**src/rtl/video_in_pkg.sv**
```systemverilog
// Shared constants and types for the video_in FIFO-to-Wishbone burst writer.
package video_in_pkg;

  localparam int unsigned VIDEO_IN_DATA_SIZE   = 32;
  localparam int unsigned VIDEO_IN_ADDR_SIZE   = 32;
  localparam int unsigned VIDEO_IN_BURST_LEN   = 16;
  localparam int unsigned VIDEO_IN_FRAME_WORDS = 76800;

  localparam logic [2:0] CTI_CLASSIC = 3'b000;
  localparam logic [2:0] CTI_INCR    = 3'b010;
  localparam logic [2:0] CTI_EOB     = 3'b111;
  localparam logic [1:0] BTE_LINEAR  = 2'b00;
  localparam logic [3:0] SEL_ALL     = 4'hF;

  typedef enum logic [1:0] {
    IDLE      = 2'd0,
    WAIT_PACK = 2'd1,
    BURST     = 2'd2,
    GAP       = 2'd3
  } burst_state_t;

endpackage

```
**src/rtl/video_in_addr_gen.sv**
```systemverilog
// Frame write-address, in-frame word counter and in-burst beat counter.
module video_in_addr_gen
  import video_in_pkg::*;
#(
  parameter int unsigned ADDR_SIZE   = VIDEO_IN_ADDR_SIZE,
  parameter int unsigned BURST_LEN   = VIDEO_IN_BURST_LEN,
  parameter int unsigned FRAME_WORDS = VIDEO_IN_FRAME_WORDS
) (
  input  logic                 clk,
  input  logic                 rst_n,
  input  logic                 load_i,
  input  logic                 step_i,
  input  logic                 beat_clr_i,
  input  logic [ADDR_SIZE-1:0] base_i,
  output logic [ADDR_SIZE-1:0] adr_o,
  output logic                 last_beat_o,
  output logic                 last_frame_word_o
);

  localparam int unsigned BEAT_W = $clog2(BURST_LEN);
  localparam int unsigned WORD_W = $clog2(FRAME_WORDS + 1);

  logic [ADDR_SIZE-1:0] adr_q, adr_d;
  logic [BEAT_W-1:0]    beat_q, beat_d;
  logic [WORD_W-1:0]    word_q, word_d;

  // Load restarts a frame at the base; each accepted beat advances one word.
  always_comb begin
    adr_d  = adr_q;
    word_d = word_q;
    beat_d = beat_q;
    if (load_i) begin
      adr_d  = base_i;
      word_d = '0;
    end else if (step_i) begin
      adr_d  = adr_q + ADDR_SIZE'(4);
      word_d = word_q + WORD_W'(1);
    end
    if (beat_clr_i) begin
      beat_d = '0;
    end else if (step_i) begin
      beat_d = beat_q + BEAT_W'(1);
    end
  end

  // Counter registers.
  always_ff @(posedge clk or negedge rst_n) begin
    if (!rst_n) begin
      adr_q  <= '0;
      word_q <= '0;
      beat_q <= '0;
    end else begin
      adr_q  <= adr_d;
      word_q <= word_d;
      beat_q <= beat_d;
    end
  end

  assign adr_o             = adr_q;
  assign last_beat_o       = (beat_q == BEAT_W'(BURST_LEN - 1));
  assign last_frame_word_o = (word_q == WORD_W'(FRAME_WORDS));

endmodule

```
**src/rtl/video_in_burst_ctrl.sv**
```systemverilog
// Drains the video_in pixel FIFO into frame memory with Wishbone incrementing bursts.
module video_in_burst_ctrl
  import video_in_pkg::*;
#(
  parameter int unsigned DATA_SIZE   = VIDEO_IN_DATA_SIZE,
  parameter int unsigned ADDR_SIZE   = VIDEO_IN_ADDR_SIZE,
  parameter int unsigned BURST_LEN   = VIDEO_IN_BURST_LEN,
  parameter int unsigned FRAME_WORDS = VIDEO_IN_FRAME_WORDS
) (
  input  logic                 clk,
  input  logic                 nRST,
  input  logic                 enable,
  input  logic [ADDR_SIZE-1:0] frame_base,
  input  logic                 fifo_pack_avail,
  input  logic [DATA_SIZE-1:0] fifo_data,
  output logic                 fifo_r_ack,
  output logic                 wb_cyc_o,
  output logic                 wb_stb_o,
  output logic                 wb_we_o,
  output logic [ADDR_SIZE-1:0] wb_adr_o,
  output logic [DATA_SIZE-1:0] wb_dat_o,
  output logic [3:0]           wb_sel_o,
  output logic [2:0]           wb_cti_o,
  output logic [1:0]           wb_bte_o,
  input  logic                 wb_ack_i,
  output logic                 frame_done,
  output logic                 busy
);

  burst_state_t state_q, state_d;

  logic ag_load;
  logic ag_step;
  logic ag_beat_clr;
  logic last_beat;
  logic last_frame_word;

  video_in_addr_gen #(
    .ADDR_SIZE   (ADDR_SIZE),
    .BURST_LEN   (BURST_LEN),
    .FRAME_WORDS (FRAME_WORDS)
  ) u_addr_gen (
    .clk               (clk),
    .rst_n             (nRST),
    .load_i            (ag_load),
    .step_i            (ag_step),
    .beat_clr_i        (ag_beat_clr),
    .base_i            (frame_base),
    .adr_o             (wb_adr_o),
    .last_beat_o       (last_beat),
    .last_frame_word_o (last_frame_word)
  );

  // State register; reset abandons any burst in flight.
  always_ff @(posedge clk or negedge nRST) begin
    if (!nRST) begin
      state_q <= IDLE;
    end else begin
      state_q <= state_d;
    end
  end

  // Next-state: bursts always run to completion, enable is only seen between bursts.
  always_comb begin
    state_d = state_q;
    case (state_q)
      IDLE:      if (enable) state_d = WAIT_PACK;
      WAIT_PACK: begin
        if (!enable) begin
          state_d = IDLE;
        end else if (fifo_pack_avail) begin
          state_d = BURST;
        end
      end
      BURST:     if (wb_ack_i && last_beat) state_d = GAP;
      GAP:       state_d = enable ? WAIT_PACK : IDLE;
    endcase
  end

  // Outputs decoded from the registered state; pops follow the slave ack directly.
  always_comb begin
    wb_cyc_o    = 1'b0;
    wb_stb_o    = 1'b0;
    wb_we_o     = 1'b0;
    wb_cti_o    = CTI_CLASSIC;
    fifo_r_ack  = 1'b0;
    frame_done  = 1'b0;
    busy        = 1'b0;
    ag_load     = 1'b0;
    ag_step     = 1'b0;
    ag_beat_clr = 1'b0;
    case (state_q)
      IDLE: begin
        ag_load = enable;
      end
      WAIT_PACK: begin
        busy        = 1'b1;
        ag_beat_clr = enable && fifo_pack_avail;
      end
      BURST: begin
        busy       = 1'b1;
        wb_cyc_o   = 1'b1;
        wb_stb_o   = 1'b1;
        wb_we_o    = 1'b1;
        wb_cti_o   = last_beat ? CTI_EOB : CTI_INCR;
        fifo_r_ack = wb_ack_i;
        ag_step    = wb_ack_i;
      end
      GAP: begin
        busy       = 1'b1;
        frame_done = last_frame_word;
        ag_load    = last_frame_word;
      end
    endcase
  end

  assign wb_dat_o = fifo_data;
  assign wb_sel_o = SEL_ALL;
  assign wb_bte_o = BTE_LINEAR;

endmodule

```
**config.mk**
```make
export PLATFORM = sky130hd
export DESIGN_NAME = video_in_burst_ctrl
export DESIGN_NICKNAME = d
export VERILOG_FILES = /design/src/rtl/video_in_pkg.sv /design/src/rtl/video_in_addr_gen.sv /design/src/rtl/video_in_burst_ctrl.sv
export SDC_FILE = /design/constraint.sdc
export NUM_CORES = 1
export LEC_CHECK = 0
export BUFFER_PORTS_ARGS = -buffer_cell sky130_fd_sc_hd__buf_4
export CORE_ASPECT_RATIO = 0.8
export CORE_MARGIN = 1
export CORE_UTILIZATION = 48
export CTS_BUF_LIST = sky130_fd_sc_hd__clkbuf_16
export DETAILED_ROUTE_END_ITERATION = 12
export PLACE_DENSITY = 0.88
export SKIP_LAST_GASP = 1
export SYNTH_ARGS = -nofsm -noshare
export SYNTH_HDL_FRONTEND = slang
export SYNTH_HIERARCHICAL = 1
export SYNTH_SLANG_ARGS = --single-unit
export TNS_END_PERCENT = 10
```
**constraint.sdc**
```tcl
create_clock -name clk -period 3.3 [get_ports clk]
set_input_delay 0.66 -clock clk [delete_from_list [all_inputs] [get_ports clk]]
set_output_delay 0.66 -clock clk [all_outputs]
set_load 0.05 [all_outputs]
```
Word level (Yosys, flattened, before mapping). Index checks and enable logic that the tools add are counted.

Bits in registers: 55. Input port bits: 69. Logic and storage cells: 42.

Add/sub/neg operators: 3. Equality and inequality tests: 8. Multiplexer cells: 20. Reduce and logical (&&, ||, !) cells: 7.

Operators with widths (count): 32-bit 2-to-1 mux (2); 17-bit 2-to-1 mux (2); 32-bit by 3-bit adder with 32-bit output (second input constant) (1); 17-bit by 1-bit adder with 17-bit output (second input constant) (1); 17-bit equality test (second input constant) (1); 2-bit 2-to-1 mux (4); 4-bit 2-to-1 mux (2); 2-bit one-hot mux with 4 select lines (1); 1-bit 2-to-1 mux (6); 3-bit 2-to-1 mux (2); 4-bit by 1-bit adder with 4-bit output (second input constant) (1); 2-bit equality test (second input constant) (2); 4-bit equality test (second input constant) (1); 2-bit != test (second input constant) (2); 2-bit nonzero test (2); 3-bit != test (second input constant) (1); 3-bit AND reduction (1); 3-bit OR reduction (1); 2-bit by 1-bit equality test with 1-bit output (second input constant) (1); 1-bit logical AND (2); 2-bit logical NOT (1); 1-bit one-hot mux with 2 select lines (1).

Logic depth before layout (Yosys ltp).
Depth in word-level cells: 4. Mapped depth: 12.

Modules after synthesis. Netlist, hierarchy kept.

By module, submodules not included: video_in_addr_gen (times used 1, cells an instance 306, area an instance 2836.5 µm²); video_in_burst_ctrl (times used 1, cells an instance 72, area an instance 550.5 µm²).

Worst setup path after synthesis. No wires, ideal clock.

Kind: register -> register. Start point: register state_q[0]. End point: register u_addr_gen.adr_q[20], in the netlist u_addr_gen/adr_o[20]. Setup time: 70 ps. Data arrival time: 3285 ps. Data required time: 3230 ps. Setup slack: -55 ps. Cell stages (with the launch flop): 10. Period minus slack after synthesis: 3355 ps. Path through: dfrtp_1 > inv_1 > ha_1 > and2_1 > clkbuf_2 > nand2_1 > or4_4 > buf_2 > or4_1 > nand3_1.

Longest elaborated chain between the ends: 3. Elaborated cells between the ends (all ways): 7. Those cells by class: eq/ne (2); mux (3); reduce/logical (2).

Ends and longest elaborated chain: from (decl) (line video_in_burst_ctrl.sv:30) `burst_state_t state_q, state_d;`; from (signal assigned) (line video_in_burst_ctrl.sv:59) `state_q <= state_d;`; 2-bit equality test; 1-bit 2-to-1 mux; net fifo_r_ack (line video_in_burst_ctrl.sv:16) `output logic fifo_r_ack,`; 2-bit nonzero test (no source line); to (signal assigned) (line video_in_addr_gen.sv:53) `adr_q <= adr_d;`; to (decl) (line video_in_addr_gen.sv:23) `logic [ADDR_SIZE-1:0] adr_q, adr_d;`.

The timed path passes the listed nets, and every way through them passes these cells. A chain may end at the register's enable or synchronous reset.

Worst setup path after layout.
Start point: register u_addr_gen.word_q[2]. End point: register u_addr_gen.word_q[13].

Longest elaborated chain between the ends: 3. Elaborated cells between the ends (all ways): 6. Those cells by class: add/sub (1); eq/ne (1); mux (3); reduce/logical (1).

Ends and longest elaborated chain: from (decl) (line video_in_addr_gen.sv:25) `logic [WORD_W-1:0] word_q, word_d;`; from (signal assigned) (line video_in_addr_gen.sv:54) `word_q <= word_d;`; 17-bit equality test * (line video_in_addr_gen.sv:61) `assign last_frame_word_o = (word_q == WORD_W'(FRAME_WORDS));`; net last_frame_word (line video_in_burst_ctrl.sv:36) `logic last_frame_word;`; 1-bit one-hot mux with 2 select lines * (line video_in_burst_ctrl.sv:92) `case (state_q)`; net ag_load (line video_in_burst_ctrl.sv:32) `logic ag_load;`; 17-bit 2-to-1 mux / 2-bit nonzero test (equally long branches).

The timed path passes the listed nets; every way through them passes the cells marked *. The select of a mux whose other input is x is not followed.

==> results by group <==
Run status
  – Status: finished clean

Yosys
  – Post-synthesis cell area: 3390 µm²
  – Ys async rst share: 1.00
  – Yosys top cell by area: dfrtp_1
  – Synth top area cells: dfrtp_1 (41%), buf_4 (9.3%), nand2_1 (4.1%)
  – Synth Register Bits: 55
  – Top_reg_cell synth: dfrtp_1
  – EDFF count, synth: 0
  – Synth warn: 6
  – Mapped Cells: 378
  – Sequential area share after synthesis: 0.406
  – Syn avg cell area: 8.96 µm²
  – Netlist cell types: 44
  – Share of the synthesized area in the top cell type: 0.406

STA
  – Count of final setup violators: 0
  – Fmax achieved: 345 MHz
  – Fin crit period: 2900 ps
  – Unrepaired setup endpoints after global routing: false
  – Slew Limit Fails: 0
  – Hold slack: 421 ps
  – Hold Vio Cnt, Final: 0
  – Crit share post-route: 0.879
  – Final Worst Setup Slack: 401 ps
  – Slew headroom: 0.541
  – Slew @ Worst Pin: 689 ps
  – Final setup TNS: 0 ps
  – Clk_skew: 4.86 ps

Placement
  – Post-Place Cell Area: 3740 µm²
  – Worst slack, placed: 501 ps
  – Number of buffers added on ports: 77
  – Gpl congestion: 0.877
  – DP HPWL: 5460 µm

Critical path
  – WP buf/inv: 0
  – Top delay family on crit path: simple AND/OR/NAND/NOR gates
  – Critical path arrival: 3100 ps
  – Worst path max stage delay: 490 ps
  – CP cell instances: nor4b_1 > and4_1 > and2_1 > a21oi_1 > nor2_4 > o2111ai_1 > or3_1 > or3_1 > a21oi_1
  – Critical Path Start Type: flop
  – Worst-path fanout max: 6
  – Cells on worst reg2reg path: 9
  – CP Class: reg2reg
  – Worst R2R End: u_addr_gen/word_q[13]
  – Register-to-Register Setup Slack: 400 ps
  – CP Data Required Time: 3500 ps
  – CP max stage cell: or3_1
  – CP Capture Type: flop
  – Reg2reg start: u_addr_gen/word_q[2]

Detailed routing
  – Detailed Route WL: 7710 µm
  – Vias: 2891
  – Vias per cell: 5.81
  – DRT iter0 DRCs: 224
  – TritonRoute pass-1 iters: 5
  – Wire length per cell: 15.5 µm
  – Antenna viol nets, final: 0
  – DRC viols: 0

Clock network
  – # hold bufs at CTS: 0
  – Latest clock arrival within the worst-skew pair: 280 ps
  – Root buffer cell: clkbuf_16
  – Clock-pin slew on the worst setup and hold paths: 70 ps
  – Post-CTS setup buffers: 0
  – Max H-tree Level: 2
  – Cts repair resizes: 0
  – Sink Count: 55
  – TritonCTS Buffers: 5
  – CTS tree: done
  – Max Root-Sink Buffers: 2

Pwr
  – Cell Pwr Density: 950 nW/µm²
  – Leak Pwr: 1.68 nW
  – Worst VDD drop: 0.691 mV

Floorplan
  – Core footprint: 6600 µm²
  – Die Width: 95.9 µm
  – Die Ht: 77.1 µm
  – Num rows: 26
  – Die area: 7400 µm²
  – IO Pins: 148
  – Initial core utilization: 0.513

Global routing
  – Global Route Usage Sum: 0.214
  – Largest net degree at the start of global routing: 59
  – Vias in the first global route: 2650
  – Total grt overflow: 0
  – Initial antenna violation count: 0
  – First-pass GRT wire length: 12500 µm

Finish
  – Util after Layout: 0.587
  – Synth-to-layout area growth: 14.5%
  – Antenna cells: 0
  – Design Area, Final: 3880 µm²
  – Layout cell share with drive strength beyond 1: 0.225
  – Fillers: 571
  – Number of nets in the layout: 490

Job
  – MaxCap Viol Count: 0

Worst hold path
  – Worst min-delay path class: in2async
-- area by class of cell --
| type | instances | area (µm²) | share of cell area |
|---|---|---|---|
| Multi-Input combinational cell | 260 | 1620 | 0.418 |
| Inverter | 12 | 45.0 | 0.0116 |
| Timing Repair Buffer | 79 | 593 | 0.153 |
| Clock buffer | 5 | 125 | 0.0323 |
| Tap cell | 84 | 105 | 0.0271 |
| Sequential cell | 55 | 1380 | 0.355 |
| Clock inverter | 3 | 12.5 | 0.00323 |
-- registers in the layout, summed over array words and instances, names as in the netlist, named ones only --
name / flops
u_addr_gen/adr_o: 32
u_addr_gen/word_q: 17
u_addr_gen/beat_q: 4
state_q: 1
-- cell usage after synthesis, drive strengths merged, types with 6 or more instances --
cell / instances
nand4: 13
and3: 7
a21oi: 7
dfrtp: 55
xnor2: 13
inv: 12
nand2: 37
ha: 8
o21ai: 23
nor2: 32
o31ai: 8
clkbuf: 9
nor3: 6
xor2: 13
buf: 46
a31oi: 11
nand3: 14
or4: 13
or3: 11
-- per-layer routing --
layer,vias to the layer above,wire [µm],GRT usage
li1,1375,-,-
met1,1375,3410,0.298
met2,127,3620,0.335
met3,14,549,0.0377
met4,0,136,0.0716
met5,-,0,0
-- cell usage in the layout, fill, tap and decap left out, drive strengths merged, types with 2 or more instances in the layout --
| cell type | count |
|---|---|
| a21oi | 7 |
| a31oi | 11 |
| and2 | 4 |
| and3 | 7 |
| and4 | 3 |
| buf | 79 |
| clkbuf | 5 |
| conb | 6 |
| dfrtp | 55 |
| ha | 8 |
| inv | 14 |
| mux2 | 2 |
| mux2i | 3 |
| nand2 | 37 |
| nand3 | 14 |
| nand4 | 13 |
| nor2 | 32 |
| nor3 | 6 |
| nor4 | 5 |
| nor4b | 3 |
| o2111ai | 2 |
| o211ai | 5 |
| o21a | 2 |
| o21ai | 23 |
| o31ai | 8 |
| or3 | 11 |
| or4 | 13 |
| xnor2 | 13 |
| xor2 | 13 |
-- logic make-up after synthesis --
kind of cell | synth area share
AND/OR/NAND/NOR | 0.236
buffers and inverters | 0.122
AO/OA/AOI/OAI | 0.120
flip-flops | 0.406
XOR/XNOR | 0.0672
adder cells (fa/ha/maj) | 0.0296
multiplexers | 0.0155
other | 0.00222
-- worst max path at each step --
stage / from / depth (start not counted) / end / slack, ps
4_1_cts: u_addr_gen/word_q[2] / 9 / u_addr_gen/word_q[13] / 470
6_report: u_addr_gen/word_q[2] / 9 / u_addr_gen/word_q[13] / 400
3_3_place_gp: u_addr_gen/word_q[2] / 9 / u_addr_gen/adr_o[22] / 630
3_5_place_dp: u_addr_gen/word_q[2] / 9 / u_addr_gen/word_q[13] / 500
2_1_floorplan: state_q[0] / 9 / u_addr_gen/adr_o[20] / 150
5_1_grt: u_addr_gen/word_q[0] / 11 / u_addr_gen/adr_o[22] / 280
-- power breakdown --
| group | leakage [nW] | internal [mW] | switching, mW |
|---|---|---|---|
| Clock | 0.0762 | 0.275 | 0.218 |
| Combinational | 0.910 | 0.636 | 1.34 |
| Sequential | 0.697 | 0.904 | 0.314 |
-- metrics by stage --
step | power, mW | std cells
2_1_floorplan | 2.70 | 382
3_3_place_gp | 3.13 | 490
3_5_place_dp | 3.19 | 490
4_1_cts | 3.69 | 498
5_1_grt | 3.90 | 498
6_report | 3.69 | 498
-- worst reg2reg max path, delay by kind of cell (launching register included) --
kind | cells | cell delay (ps)
simple gates | 6 | 1810
flops | 1 | 460
compound gates | 3 | 560
(Power assumes the default switching activity.)
